[src/rtl/scale_copy_engine.sv]
// scale_copy_engine: reads a source image from a synchronous ROM and writes a
// scaled, centred copy into a framebuffer RAM. It supports 1x, 2x and 4x
// replication, 0.5x decimation and 0.5x 2x2 block averaging. Optional macro
// SCALE_COPY_CLEAR_EN fills the whole framebuffer with BG before each copy.
module scale_copy_engine #(
  parameter int          SRC_W   = 160,
  parameter int          SRC_H   = 120,
  parameter int          DST_W   = 640,
  parameter int          DST_H   = 480,
  parameter int          DW      = 8,
  parameter int          SRC_AW  = 15,
  parameter int          DST_AW  = 19,
  parameter int          ROM_LAT = 1,
  parameter logic [DW-1:0] BG    = '0
) (
  input  logic              clk,
  input  logic              reset,
  input  logic              start,
  input  logic [2:0]        mode,
  output logic [SRC_AW-1:0] rom_addr_out,
  input  logic [DW-1:0]     rom_data_in,
  output logic [DST_AW-1:0] ram_addr_out,
  output logic [DW-1:0]     ram_data_out,
  output logic              ram_wren_out,
  output logic              busy,
  output logic              done,
  output logic              cfg_err
);

  typedef enum logic [3:0] {
    S_IDLE, S_CLEAR, S_CHECK, S_REQ, S_WAIT, S_ACC, S_WRITE, S_DONE
  } state_e;

  typedef enum logic [2:0] {
    M_COPY = 3'd0, M_X2 = 3'd1, M_X4 = 3'd2, M_DEC = 3'd3, M_AVG = 3'd4
  } mode_e;

  localparam int MAXDIM = 4 * ((SRC_W > SRC_H) ? SRC_W : SRC_H);
  localparam int CW     = $clog2(MAXDIM);
  localparam int WTW    = $clog2(ROM_LAT + 1);
  localparam int ACW    = DW + 2;
  localparam logic [WTW-1:0] LAT_V  = WTW'(ROM_LAT);
  localparam logic [WTW-1:0] LAT_M1 = WTW'(ROM_LAT - 1);

  // Framebuffer address of the window's top-left pixel for a given window size.
  function automatic logic [DST_AW-1:0] base_of(input int ow, input int oh);
    return DST_AW'(((DST_H - oh) / 2) * DST_W + (DST_W - ow) / 2);
  endfunction

  function automatic logic fits(input int ow, input int oh);
    return (ow <= DST_W) && (oh <= DST_H);
  endfunction

  // Source offset of each fetch in a 2x2 block: (0,0), (1,0), (0,1), (1,1).
  function automatic logic [SRC_AW-1:0] fetch_off(input logic [1:0] f);
    case (f)
      2'd1:    return SRC_AW'(1);
      2'd2:    return SRC_AW'(SRC_W);
      2'd3:    return SRC_AW'(SRC_W + 1);
      default: return '0;
    endcase
  endfunction

  state_e              state_q, state_d;
  mode_e               mode_q, mode_d;
  logic [CW-1:0]       x_q, x_d, y_q, y_d;
  logic [1:0]          kx_q, kx_d, ky_q, ky_d;
  logic [1:0]          fetch_q, fetch_d;
  logic [WTW-1:0]      wait_q, wait_d;
  logic [ACW-1:0]      acc_q, acc_d;
  logic [SRC_AW-1:0]   src_addr_q, src_addr_d, src_row_q, src_row_d;
  logic [DST_AW-1:0]   dst_addr_q, dst_addr_d, dst_row_q, dst_row_d;
  logic [SRC_AW-1:0]   rom_addr_q, rom_addr_d;
  logic [DST_AW-1:0]   ram_addr_q, ram_addr_d;
  logic [DW-1:0]       ram_data_q, ram_data_d;
  logic                ram_wren_q, ram_wren_d;
  logic                busy_q, busy_d, done_q, done_d, cfg_err_q, cfg_err_d;
`ifdef SCALE_COPY_CLEAR_EN
  localparam logic [DST_AW-1:0] CLR_LAST = DST_AW'(DST_W * DST_H - 1);
  logic [DST_AW-1:0]   clr_q, clr_d;
`endif

  // Window geometry for the latched mode.
  logic [CW-1:0]     ow_m1, oh_m1;
  logic [DST_AW-1:0] win_base;
  logic              win_fit, zoom_out, avg;
  logic [1:0]        k_m1;

  // Decode the latched mode into window size, offset and stepping.
  always_comb begin
    ow_m1    = CW'(SRC_W - 1);
    oh_m1    = CW'(SRC_H - 1);
    win_base = base_of(SRC_W, SRC_H);
    win_fit  = fits(SRC_W, SRC_H);
    k_m1     = 2'd0;
    zoom_out = 1'b0;
    avg      = 1'b0;
    case (mode_q)
      M_X2: begin
        ow_m1    = CW'(2 * SRC_W - 1);
        oh_m1    = CW'(2 * SRC_H - 1);
        win_base = base_of(2 * SRC_W, 2 * SRC_H);
        win_fit  = fits(2 * SRC_W, 2 * SRC_H);
        k_m1     = 2'd1;
      end
      M_X4: begin
        ow_m1    = CW'(4 * SRC_W - 1);
        oh_m1    = CW'(4 * SRC_H - 1);
        win_base = base_of(4 * SRC_W, 4 * SRC_H);
        win_fit  = fits(4 * SRC_W, 4 * SRC_H);
        k_m1     = 2'd3;
      end
      M_DEC, M_AVG: begin
        ow_m1    = CW'(SRC_W / 2 - 1);
        oh_m1    = CW'(SRC_H / 2 - 1);
        win_base = base_of(SRC_W / 2, SRC_H / 2);
        win_fit  = fits(SRC_W / 2, SRC_H / 2);
        zoom_out = 1'b1;
        avg      = (mode_q == M_AVG);
      end
      default: ;
    endcase
  end

  // Next-state, counter and registered-output logic.
  always_comb begin
    // NOTE: every variable gets a default first so no path infers a latch.
    state_d    = state_q;
    mode_d     = mode_q;
    x_d        = x_q;
    y_d        = y_q;
    kx_d       = kx_q;
    ky_d       = ky_q;
    fetch_d    = fetch_q;
    wait_d     = wait_q;
    acc_d      = acc_q;
    src_addr_d = src_addr_q;
    src_row_d  = src_row_q;
    dst_addr_d = dst_addr_q;
    dst_row_d  = dst_row_q;
    rom_addr_d = rom_addr_q;
    ram_addr_d = ram_addr_q;
    ram_data_d = ram_data_q;
    ram_wren_d = 1'b0;
    cfg_err_d  = cfg_err_q;
`ifdef SCALE_COPY_CLEAR_EN
    clr_d      = clr_q;
`endif

    case (state_q)
      S_IDLE: begin
        if (start) begin
          cfg_err_d = 1'b0;
          case (mode)
            3'd1:    mode_d = M_X2;
            3'd2:    mode_d = M_X4;
            3'd3:    mode_d = M_DEC;
            3'd4:    mode_d = M_AVG;
            default: mode_d = M_COPY;
          endcase
`ifdef SCALE_COPY_CLEAR_EN
          state_d = S_CLEAR;
          clr_d   = '0;
`else
          state_d = S_CHECK;
`endif
        end
      end
      S_CLEAR: begin
`ifdef SCALE_COPY_CLEAR_EN
        if (clr_q == CLR_LAST) state_d = S_CHECK;
        else                   clr_d   = clr_q + DST_AW'(1);
`else
        state_d = S_CHECK;
`endif
      end
      S_CHECK: begin
        if (!win_fit) begin
          state_d   = S_DONE;
          cfg_err_d = 1'b1;
        end else begin
          state_d    = S_REQ;
          x_d        = '0;
          y_d        = '0;
          kx_d       = '0;
          ky_d       = '0;
          fetch_d    = '0;
          acc_d      = '0;
          src_addr_d = '0;
          src_row_d  = '0;
          dst_addr_d = win_base;
          dst_row_d  = win_base;
        end
      end
      S_REQ: begin
        wait_d = WTW'(1);
        // In average mode ACC stands in for the last latency cycle.
        if (avg && ROM_LAT == 1) state_d = S_ACC;
        else                     state_d = S_WAIT;
      end
      S_WAIT: begin
        if (avg) begin
          if (wait_q == LAT_M1) state_d = S_ACC;
          else                  wait_d  = wait_q + WTW'(1);
        end else if (wait_q == LAT_V) begin
          state_d    = S_WRITE;
          ram_data_d = rom_data_in;
        end else begin
          wait_d = wait_q + WTW'(1);
        end
      end
      S_ACC: begin
        acc_d = acc_q + ACW'(rom_data_in);
        if (fetch_q == 2'd3) begin
          state_d    = S_WRITE;
          ram_data_d = DW'((acc_q + ACW'(rom_data_in) + ACW'(2)) >> 2);
        end else begin
          state_d = S_REQ;
          fetch_d = fetch_q + 2'd1;
        end
      end
      S_WRITE: begin
        fetch_d = '0;
        acc_d   = '0;
        if (x_q == ow_m1) begin
          x_d  = '0;
          kx_d = '0;
          if (y_q == oh_m1) begin
            state_d = S_DONE;
          end else begin
            state_d    = S_REQ;
            y_d        = y_q + CW'(1);
            dst_row_d  = dst_row_q + DST_AW'(DST_W);
            dst_addr_d = dst_row_q + DST_AW'(DST_W);
            if (zoom_out) begin
              src_row_d = src_row_q + SRC_AW'(2 * SRC_W);
            end else if (ky_q == k_m1) begin
              ky_d      = '0;
              src_row_d = src_row_q + SRC_AW'(SRC_W);
            end else begin
              ky_d = ky_q + 2'd1;
            end
            src_addr_d = src_row_d;
          end
        end else begin
          state_d    = S_REQ;
          x_d        = x_q + CW'(1);
          dst_addr_d = dst_addr_q + DST_AW'(1);
          if (zoom_out) begin
            src_addr_d = src_addr_q + SRC_AW'(2);
          end else if (kx_q == k_m1) begin
            kx_d       = '0;
            src_addr_d = src_addr_q + SRC_AW'(1);
          end else begin
            kx_d = kx_q + 2'd1;
          end
        end
      end
      S_DONE:  state_d = S_IDLE;
      default: state_d = S_IDLE;
    endcase

    // Outputs are registered, so they are derived from the next state.
    if (state_d == S_REQ) rom_addr_d = src_addr_d + fetch_off(fetch_d);
    if (state_d == S_WRITE) begin
      ram_wren_d = 1'b1;
      ram_addr_d = dst_addr_q;
    end
`ifdef SCALE_COPY_CLEAR_EN
    if (state_d == S_CLEAR) begin
      ram_wren_d = 1'b1;
      ram_addr_d = clr_d;
      ram_data_d = BG;
    end
`endif
    busy_d = (state_d != S_IDLE) && (state_d != S_DONE);
    done_d = (state_d == S_DONE);
  end

  // State and output registers with synchronous reset.
  always_ff @(posedge clk) begin
    // NOTE: sequential state uses non-blocking assignments only.
    if (reset) begin
      state_q    <= S_IDLE;
      mode_q     <= M_COPY;
      x_q        <= '0;
      y_q        <= '0;
      kx_q       <= '0;
      ky_q       <= '0;
      fetch_q    <= '0;
      wait_q     <= '0;
      acc_q      <= '0;
      src_addr_q <= '0;
      src_row_q  <= '0;
      dst_addr_q <= '0;
      dst_row_q  <= '0;
      rom_addr_q <= '0;
      ram_addr_q <= '0;
      ram_data_q <= '0;
      ram_wren_q <= 1'b0;
      busy_q     <= 1'b0;
      done_q     <= 1'b0;
      cfg_err_q  <= 1'b0;
`ifdef SCALE_COPY_CLEAR_EN
      clr_q      <= '0;
`endif
    end else begin
      state_q    <= state_d;
      mode_q     <= mode_d;
      x_q        <= x_d;
      y_q        <= y_d;
      kx_q       <= kx_d;
      ky_q       <= ky_d;
      fetch_q    <= fetch_d;
      wait_q     <= wait_d;
      acc_q      <= acc_d;
      src_addr_q <= src_addr_d;
      src_row_q  <= src_row_d;
      dst_addr_q <= dst_addr_d;
      dst_row_q  <= dst_row_d;
      rom_addr_q <= rom_addr_d;
      ram_addr_q <= ram_addr_d;
      ram_data_q <= ram_data_d;
      ram_wren_q <= ram_wren_d;
      busy_q     <= busy_d;
      done_q     <= done_d;
      cfg_err_q  <= cfg_err_d;
`ifdef SCALE_COPY_CLEAR_EN
      clr_q      <= clr_d;
`endif
    end
  end

  assign rom_addr_out = rom_addr_q;
  assign ram_addr_out = ram_addr_q;
  assign ram_data_out = ram_data_q;
  assign ram_wren_out = ram_wren_q;
  assign busy         = busy_q;
  assign done         = done_q;
  assign cfg_err      = cfg_err_q;

endmodule

[config.mk]
export PLATFORM = sky130hd
export DESIGN_NAME = scale_copy_engine
export DESIGN_NICKNAME = d
export VERILOG_FILES = /design/src/rtl/scale_copy_engine.sv
export SDC_FILE = /design/constraint.sdc
export NUM_CORES = 1
export LEC_CHECK = 0
export CORE_MARGIN = 2
export CORE_UTILIZATION = 55
export CTS_CLUSTER_DIAMETER = 80
export DETAILED_ROUTE_END_ITERATION = 6
export DONT_BUFFER_PORTS = 1
export GPL_ROUTABILITY_DRIVEN = 0
export PLACE_DENSITY_LB_ADDON = 0.2
export SETUP_SLACK_MARGIN = 0.2
export SYNTH_ARGS = -nofsm -noshare
export SYNTH_HDL_FRONTEND = slang
export SYNTH_SLANG_ARGS = --single-unit
[constraint.sdc]
create_clock -name clk -period 11.72 [get_ports clk]
set_clock_uncertainty 0.2 [all_clocks]
set_input_delay 1.758 -clock clk [delete_from_list [all_inputs] [get_ports clk]]
set_output_delay 1.758 -clock clk [all_outputs]
set_load 0.005 [all_outputs]
* Yosys cells after proc, flatten, opt, wreduce, memory -nomap -nowiden
Cells that the tools add are included.
** Storage, ports and cells
- Register bits after elaboration :: 157
- Input port bits :: 14
- Logic and storage cells :: 142
** Cells by class
- $add $sub $neg :: 15
- Equal/unequal tests :: 34
- Multiplexer cells :: 59
- Reductions and logical operators :: 15
** Operators with widths (number)
- 15-bit two-way mux :: 9
- 19-bit one-hot mux with 2 select lines :: 2
- 10-bit one-hot mux with 2 select lines :: 3
- 15-bit one-hot mux with 2 select lines :: 2
- 19-bit two-way mux :: 3
- 18-bit one-hot mux with 3 select lines :: 1
- 10-bit two-way mux :: 3
- 10-bit one-hot mux with 3 select lines :: 1
- 4-bit one-hot mux with 7 select lines :: 1
- 9-bit one-hot mux with 3 select lines :: 1
- 8-bit two-way mux :: 3
- 8-bit one-hot mux with 3 select lines :: 1
- 10-bit by 1-bit adder with 10-bit output, second input constant :: 2
- 10-bit == test :: 2
- 4-bit by 3-bit == test with 1-bit output, second input constant :: 5
- 4-bit two-way mux :: 5
- 19-bit by 1-bit adder with 19-bit output, second input constant :: 1
- 19-bit by 10-bit adder with 19-bit output, second input constant :: 1
- 2-bit two-way mux :: 8
- 2-bit one-hot mux with 2 select lines :: 4
- 8-bit one-hot mux with 2 select lines :: 1
- 15-bit by 1-bit adder with 15-bit output, second input constant :: 1
- 15-bit adder :: 1
- 15-bit by 2-bit adder with 15-bit output, second input constant :: 1
- other kinds (29) :: 61

* Longest topological paths before layout
- Depth in word-level cells :: 10
- Mapped depth :: 21

* Worst setup path after synthesis
OpenSTA, ideal clock, no wires.
- Path kind :: register to register
- From :: reg mode_q[2]
- To :: reg rom_addr_q[11], in the netlist rom_addr_out[11]
- Setup time :: 126 ps
- Arrival :: 4219 ps
- Data required time :: 11394 ps
- Slack :: 7175 ps
- Cell stages (with the launch flop) :: 22
- Buffers on the path :: 5
- Period minus slack after synthesis :: 4545 ps
- Cells stage by stage :: dfxtp_1 > buf_2 > buf_2 > o21ai_1 > and3_1 > o21ai_1 > or3_1 > buf_2 > buf_1 > clkbuf_1 > nor2_1 > o21ai_0 > o21ai_0 > a22o_1 > ha_1 > and2_1 > nor4b_1 > a211oi_1 > a211oi_1 > a221oi_1 > nand3b_1 > o211ai_1
** On the way
- Cells in the longest elaborated chain, start to end :: 9
- Elaborated cells between the ends (all ways) :: 28
- Classes of those cells :: 1 x add/sub; 9 x eq/ne; 17 x mux; 1 x reduce/logical
** Ends and longest elaborated chain
- start: declaration :: line 65 : mode_e mode_q, mode_d;
- start signal: assignment :: line 309 : mode_q <= mode_d;
- 3-bit by 2-bit == test with 1-bit output or 3-bit by 1-bit == test with 1-bit output (tied branches) :: line 98 : case (mode_q)
- 2-bit one-hot mux with 2 select lines :: line 98
- 2-bit == test :: line 237 : end else if (ky_q == k_m1) begin
- 15-bit two-way mux :: line 237
- 15-bit two-way mux :: line 235 : if (zoom_out) begin
- 15-bit two-way mux :: line 228 : if (y_q == oh_m1) begin
- 15-bit two-way mux * :: line 225 : if (x_q == ow_m1) begin
- 15-bit one-hot mux with 2 select lines * :: line 150 : case (state_q)
- named net src_addr_d[0] :: line 71 : logic [SRC_AW-1:0] src_addr_q, src_addr_d, src_row_q, src_row_d;
- 15-bit adder * :: line 264 : if (state_d == S_REQ) rom_addr_d = src_addr_d + fetch_off(fetch_d);
- end signal: assignment :: line 321 : rom_addr_q <= rom_addr_d;
- end: declaration :: line 73 : logic [SRC_AW-1:0] rom_addr_q, rom_addr_d;
The timed path passes the listed nets; every way through them passes the cells marked *.
A chain may end at the register's enable or synchronous reset.

* Worst setup path after layout
- From :: reg mode_q[0]
- To :: reg rom_addr_q[12], in the netlist rom_addr_out[12]
The elaborated chain is that of the path after synthesis.

==> results.cfg <==
[outcome]
status = completed

[cts]
numCtsBuffers = 17
cts.reportedPaths.clkPinSlew_ns = 0.06
cts_htree_levels = 4
cts-root-buf = clkbuf_16
ctsHoldBuffers = 0
cts_resized = 0
clock_sinks = 149
clock_path_buffers = 2
clock_latency_ns = 0.43
cts_setup_buffers = 0
cts_tree = done

[floorplan]
rows = 46
core_sq_mm = 0.0159
io_pins = 60
die_h_um = 132
start_util_pct = 56.4
dieWidth_um = 132
die_area_sq_mm = 0.0174

[finish]
final_cells = 1333
antennaDiodeCount = 0
drive_gt1_share_pct = 6.09
syn2layout_area_growth_pct = 7.79
finalInstanceArea_sq_mm = 0.00970
num-nets-final = 1142

[sta]
setup_violations = 0
fin_crit_ns = 5.52
layout_setup_ws_ns = 6.20
max_slew_margin_pct = 20.9
hold_violations = 0
fin_setup_tns_ns = 0
slew_violations = 0
fmax_mhz = 181
rsz0062_at_grt = no
period_share_pct = 47.1
tightest_slew_ns = 1.18

[logic_synthesis]
synthMuxAreaShare_pct = 3.25
syn_inst = 1146
synthAdderAreaFrac_pct = 3.28
netlist_area_sq_mm = 0.00899
synth_edf_count = 0
syn_avg_cell_area_sq_um = 7.85
ys_types = 87
synth_xor_area_share_pct = 7.36
synth_top_family_by_area = simple AND/OR/NAND/NOR gates
async_reset_ff_share_pct = 0
ys_ff_latch = 149
synthFlopType = dfxtp_1
ys_warn_count = 0
synth_compound_area_share_pct = 22.2
synthSimpleGateAreaFrac_pct = 26.2
ys_seq_area_share_pct = 33.2

[critical_path]
crit_chain = and3b_1, nor3_1, or4b_4, or3_1, o31ai_4, o21ai_1, nand2_1, ha_1, nand2_1, o41ai_4, a21oi_2, o311a_1, a311o_1
endpoint_kind = flop
crit_path_max_fanout = 28
cp.required_ns = 11.84
startpoint_type = flop
cp_common_cell = nand2_1
arrival_ns = 5.64
slowest_stage = dfxtp_1
critPathMaxStageDelay_ns = 0.93
crit_type = flop to flop

[grt]
grt_start_max_net_pins = 119
grt_usage_pct = 26.9
first_global_vias = 7628
grt.overflow.total = 0
grt_pass1_wl_mm = 38.3
antenna_found_initial = 1

[route]
wl_met2_mm = 10.7
via_per_inst = 6.15
drtIter0Drc = 883
drt-total-wl_mm = 23.6
avgRoutedWirePerCell_um = 17.7
met1_length_mm = 10.7
highest_layer = met5
drt_first_pass_iters = 6
drc = 0
dr_wl_met3_mm = 1.57
num_vias = 8193
antenna_left = 0

[placed_design]
dp_hpwl_mm = 16.0
pre_cts_ws_ns = 6.30
place_area_sq_mm = 0.00909
dp_cells = 1302
port_buffers = 0

[min_path]
min_path_type = flop to flop

[flow_run]
cap_violations = 0

[power]
max-vdd-ir-drop_v = 0.000104
powerDensity_mw_per_mm2 = 117
leakage_nw = 3.43
-- layout by cell type, fill, tap and decap left out, drive strengths merged, types with 15 or more instances in the layout --
cell type  synthesis  routed
inv               23      27
nand4             18      18
and3              20      20
o21ai             58      58
clkbuf            53      18
o211ai            18      18
a22oi             18      18
nand2            112     112
a21oi             83      83
nand3             35      35
buf               23      15
nor2             154     154
a211oi            25      25
dfxtp            149     149
xnor2             36      36
nor3              29      29
and2              15      15
a311oi            17      17
or3               15      15
mux2i             27      27
xor2              37      37
ha                22      22
-- logic make-up (layout without fill, tap and decap cells) --
| logic type | count (synthesis) | count (layout) |
|---|---|---|
| fa+ha+maj | 23 | 23 |
| buf+inv | 99 | 69 |
| flops | 149 | 149 |
| mux | 29 | 29 |
| other cells | 1 | 2 |
| compound gates | 297 | 297 |
| xor+xnor | 74 | 74 |
| simple gates | 474 | 474 |
-- stage by stage --
stage / total power (W) / util (%) / hold slack (ns)
after floorplan: 0.000573 / - / 0.244
after global placement: 0.000580 / 57.0 / 0.246
after detailed placement: 0.000581 / 57.0 / 0.253
after CTS: 0.00114 / 60.8 / 0.262
after global routing: 0.00117 / 60.8 / 0.285
final: 0.00114 / 60.8 / 0.266
-- registers in the layout, indices dropped and copies added, names as in the netlist, 15 cells and up --
signal / flops
rom_addr_out: 15
ram_addr_out: 19
dst_row_q: 16
dst_addr_q: 19
src_addr_q: 15
-- critical path, delay by kind of cell (launching register included) --
family                   cells  cell delay [ns]
adder cells (fa/ha/maj)      1             0.19
AND/OR/NAND/NOR              6             2.01
flip-flops                   1             0.93
AO/OA/AOI/OAI                6             2.06
-- power by group --
part	switching (W)	total [W]	internal, W	leakage (nW)
registers	0.00000852	0.000520	0.000512	1.20
logic	0.0000320	0.0000503	0.0000183	1.94
clock network	0.000228	0.000565	0.000337	0.285
-- synth_stat cells (all sizes together), types with 4 or more instances --
library cell	instances	area (sq um)
ha	22	275
nor2	154	578
nand3b	8	60.1
nor3	29	150
nand2b	10	62.6
or2	5	31.3
o21bai	6	45.0
xor2	37	324
nor2b	9	56.3
o21ai	58	290
nor4bb	4	40.0
o22ai	5	31.3
a31oi	7	50.1
or3	15	93.8
nand4	18	113
a211oi	25	188
clkbuf	53	199
xnor2	36	315
buf	23	119
nand2	112	420
a22oi	18	140
nor3b	10	96.3
nor4b	10	93.8
o311ai	4	35.0
nor4	7	43.8
mux2i	27	270
a21oi	83	419
a311oi	17	149
nand3	35	175
a21o	7	52.6
and3b	4	35.0
and3	20	125
o211ai	18	135
dfxtp	149	2980
inv	23	86.3
and2	15	93.8
o31ai	5	51.3
-- layer usage --
layer,up-vias,track usage [%]
li1,4059,-
met1,3793,35.9
met2,285,42.0
met3,54,5.38
met4,2,12.2
met5,-,0
-- area by class of cell --
type	count	area, sq um
Multi-Input combinational cell	899	5640
Tap cell	216	270
Fill cell	1440	6250
Clock inverter	13	173
Timing Repair Buffer	15	113
Clock buffer	18	429
Inverter	23	86.3
Sequential cell	149	2980
-- path summary, 6_finish.rpt --
| kind | startpoint | endpoint | slack [ns] | cells after the start |
|---|---|---|---|---|
| setup / recovery | mode_q[0]$_SDFFE_PP0P_ | rom_addr_out[12]$_SDFFE_PP0N_ | 6.20 | 13 |
| setup reg to reg | mode_q[0]$_SDFFE_PP0P_ | rom_addr_out[12]$_SDFFE_PP0N_ | 6.20 | 13 |
| hold / removal | src_row_q[14]$_SDFFE_PP0P_ | src_row_q[14]$_SDFFE_PP0P_ | 0.27 | 2 |
| hold reg to reg | src_row_q[14]$_SDFFE_PP0P_ | src_row_q[14]$_SDFFE_PP0P_ | 0.27 | 2 |
Power figures use the tool's default switching activity.
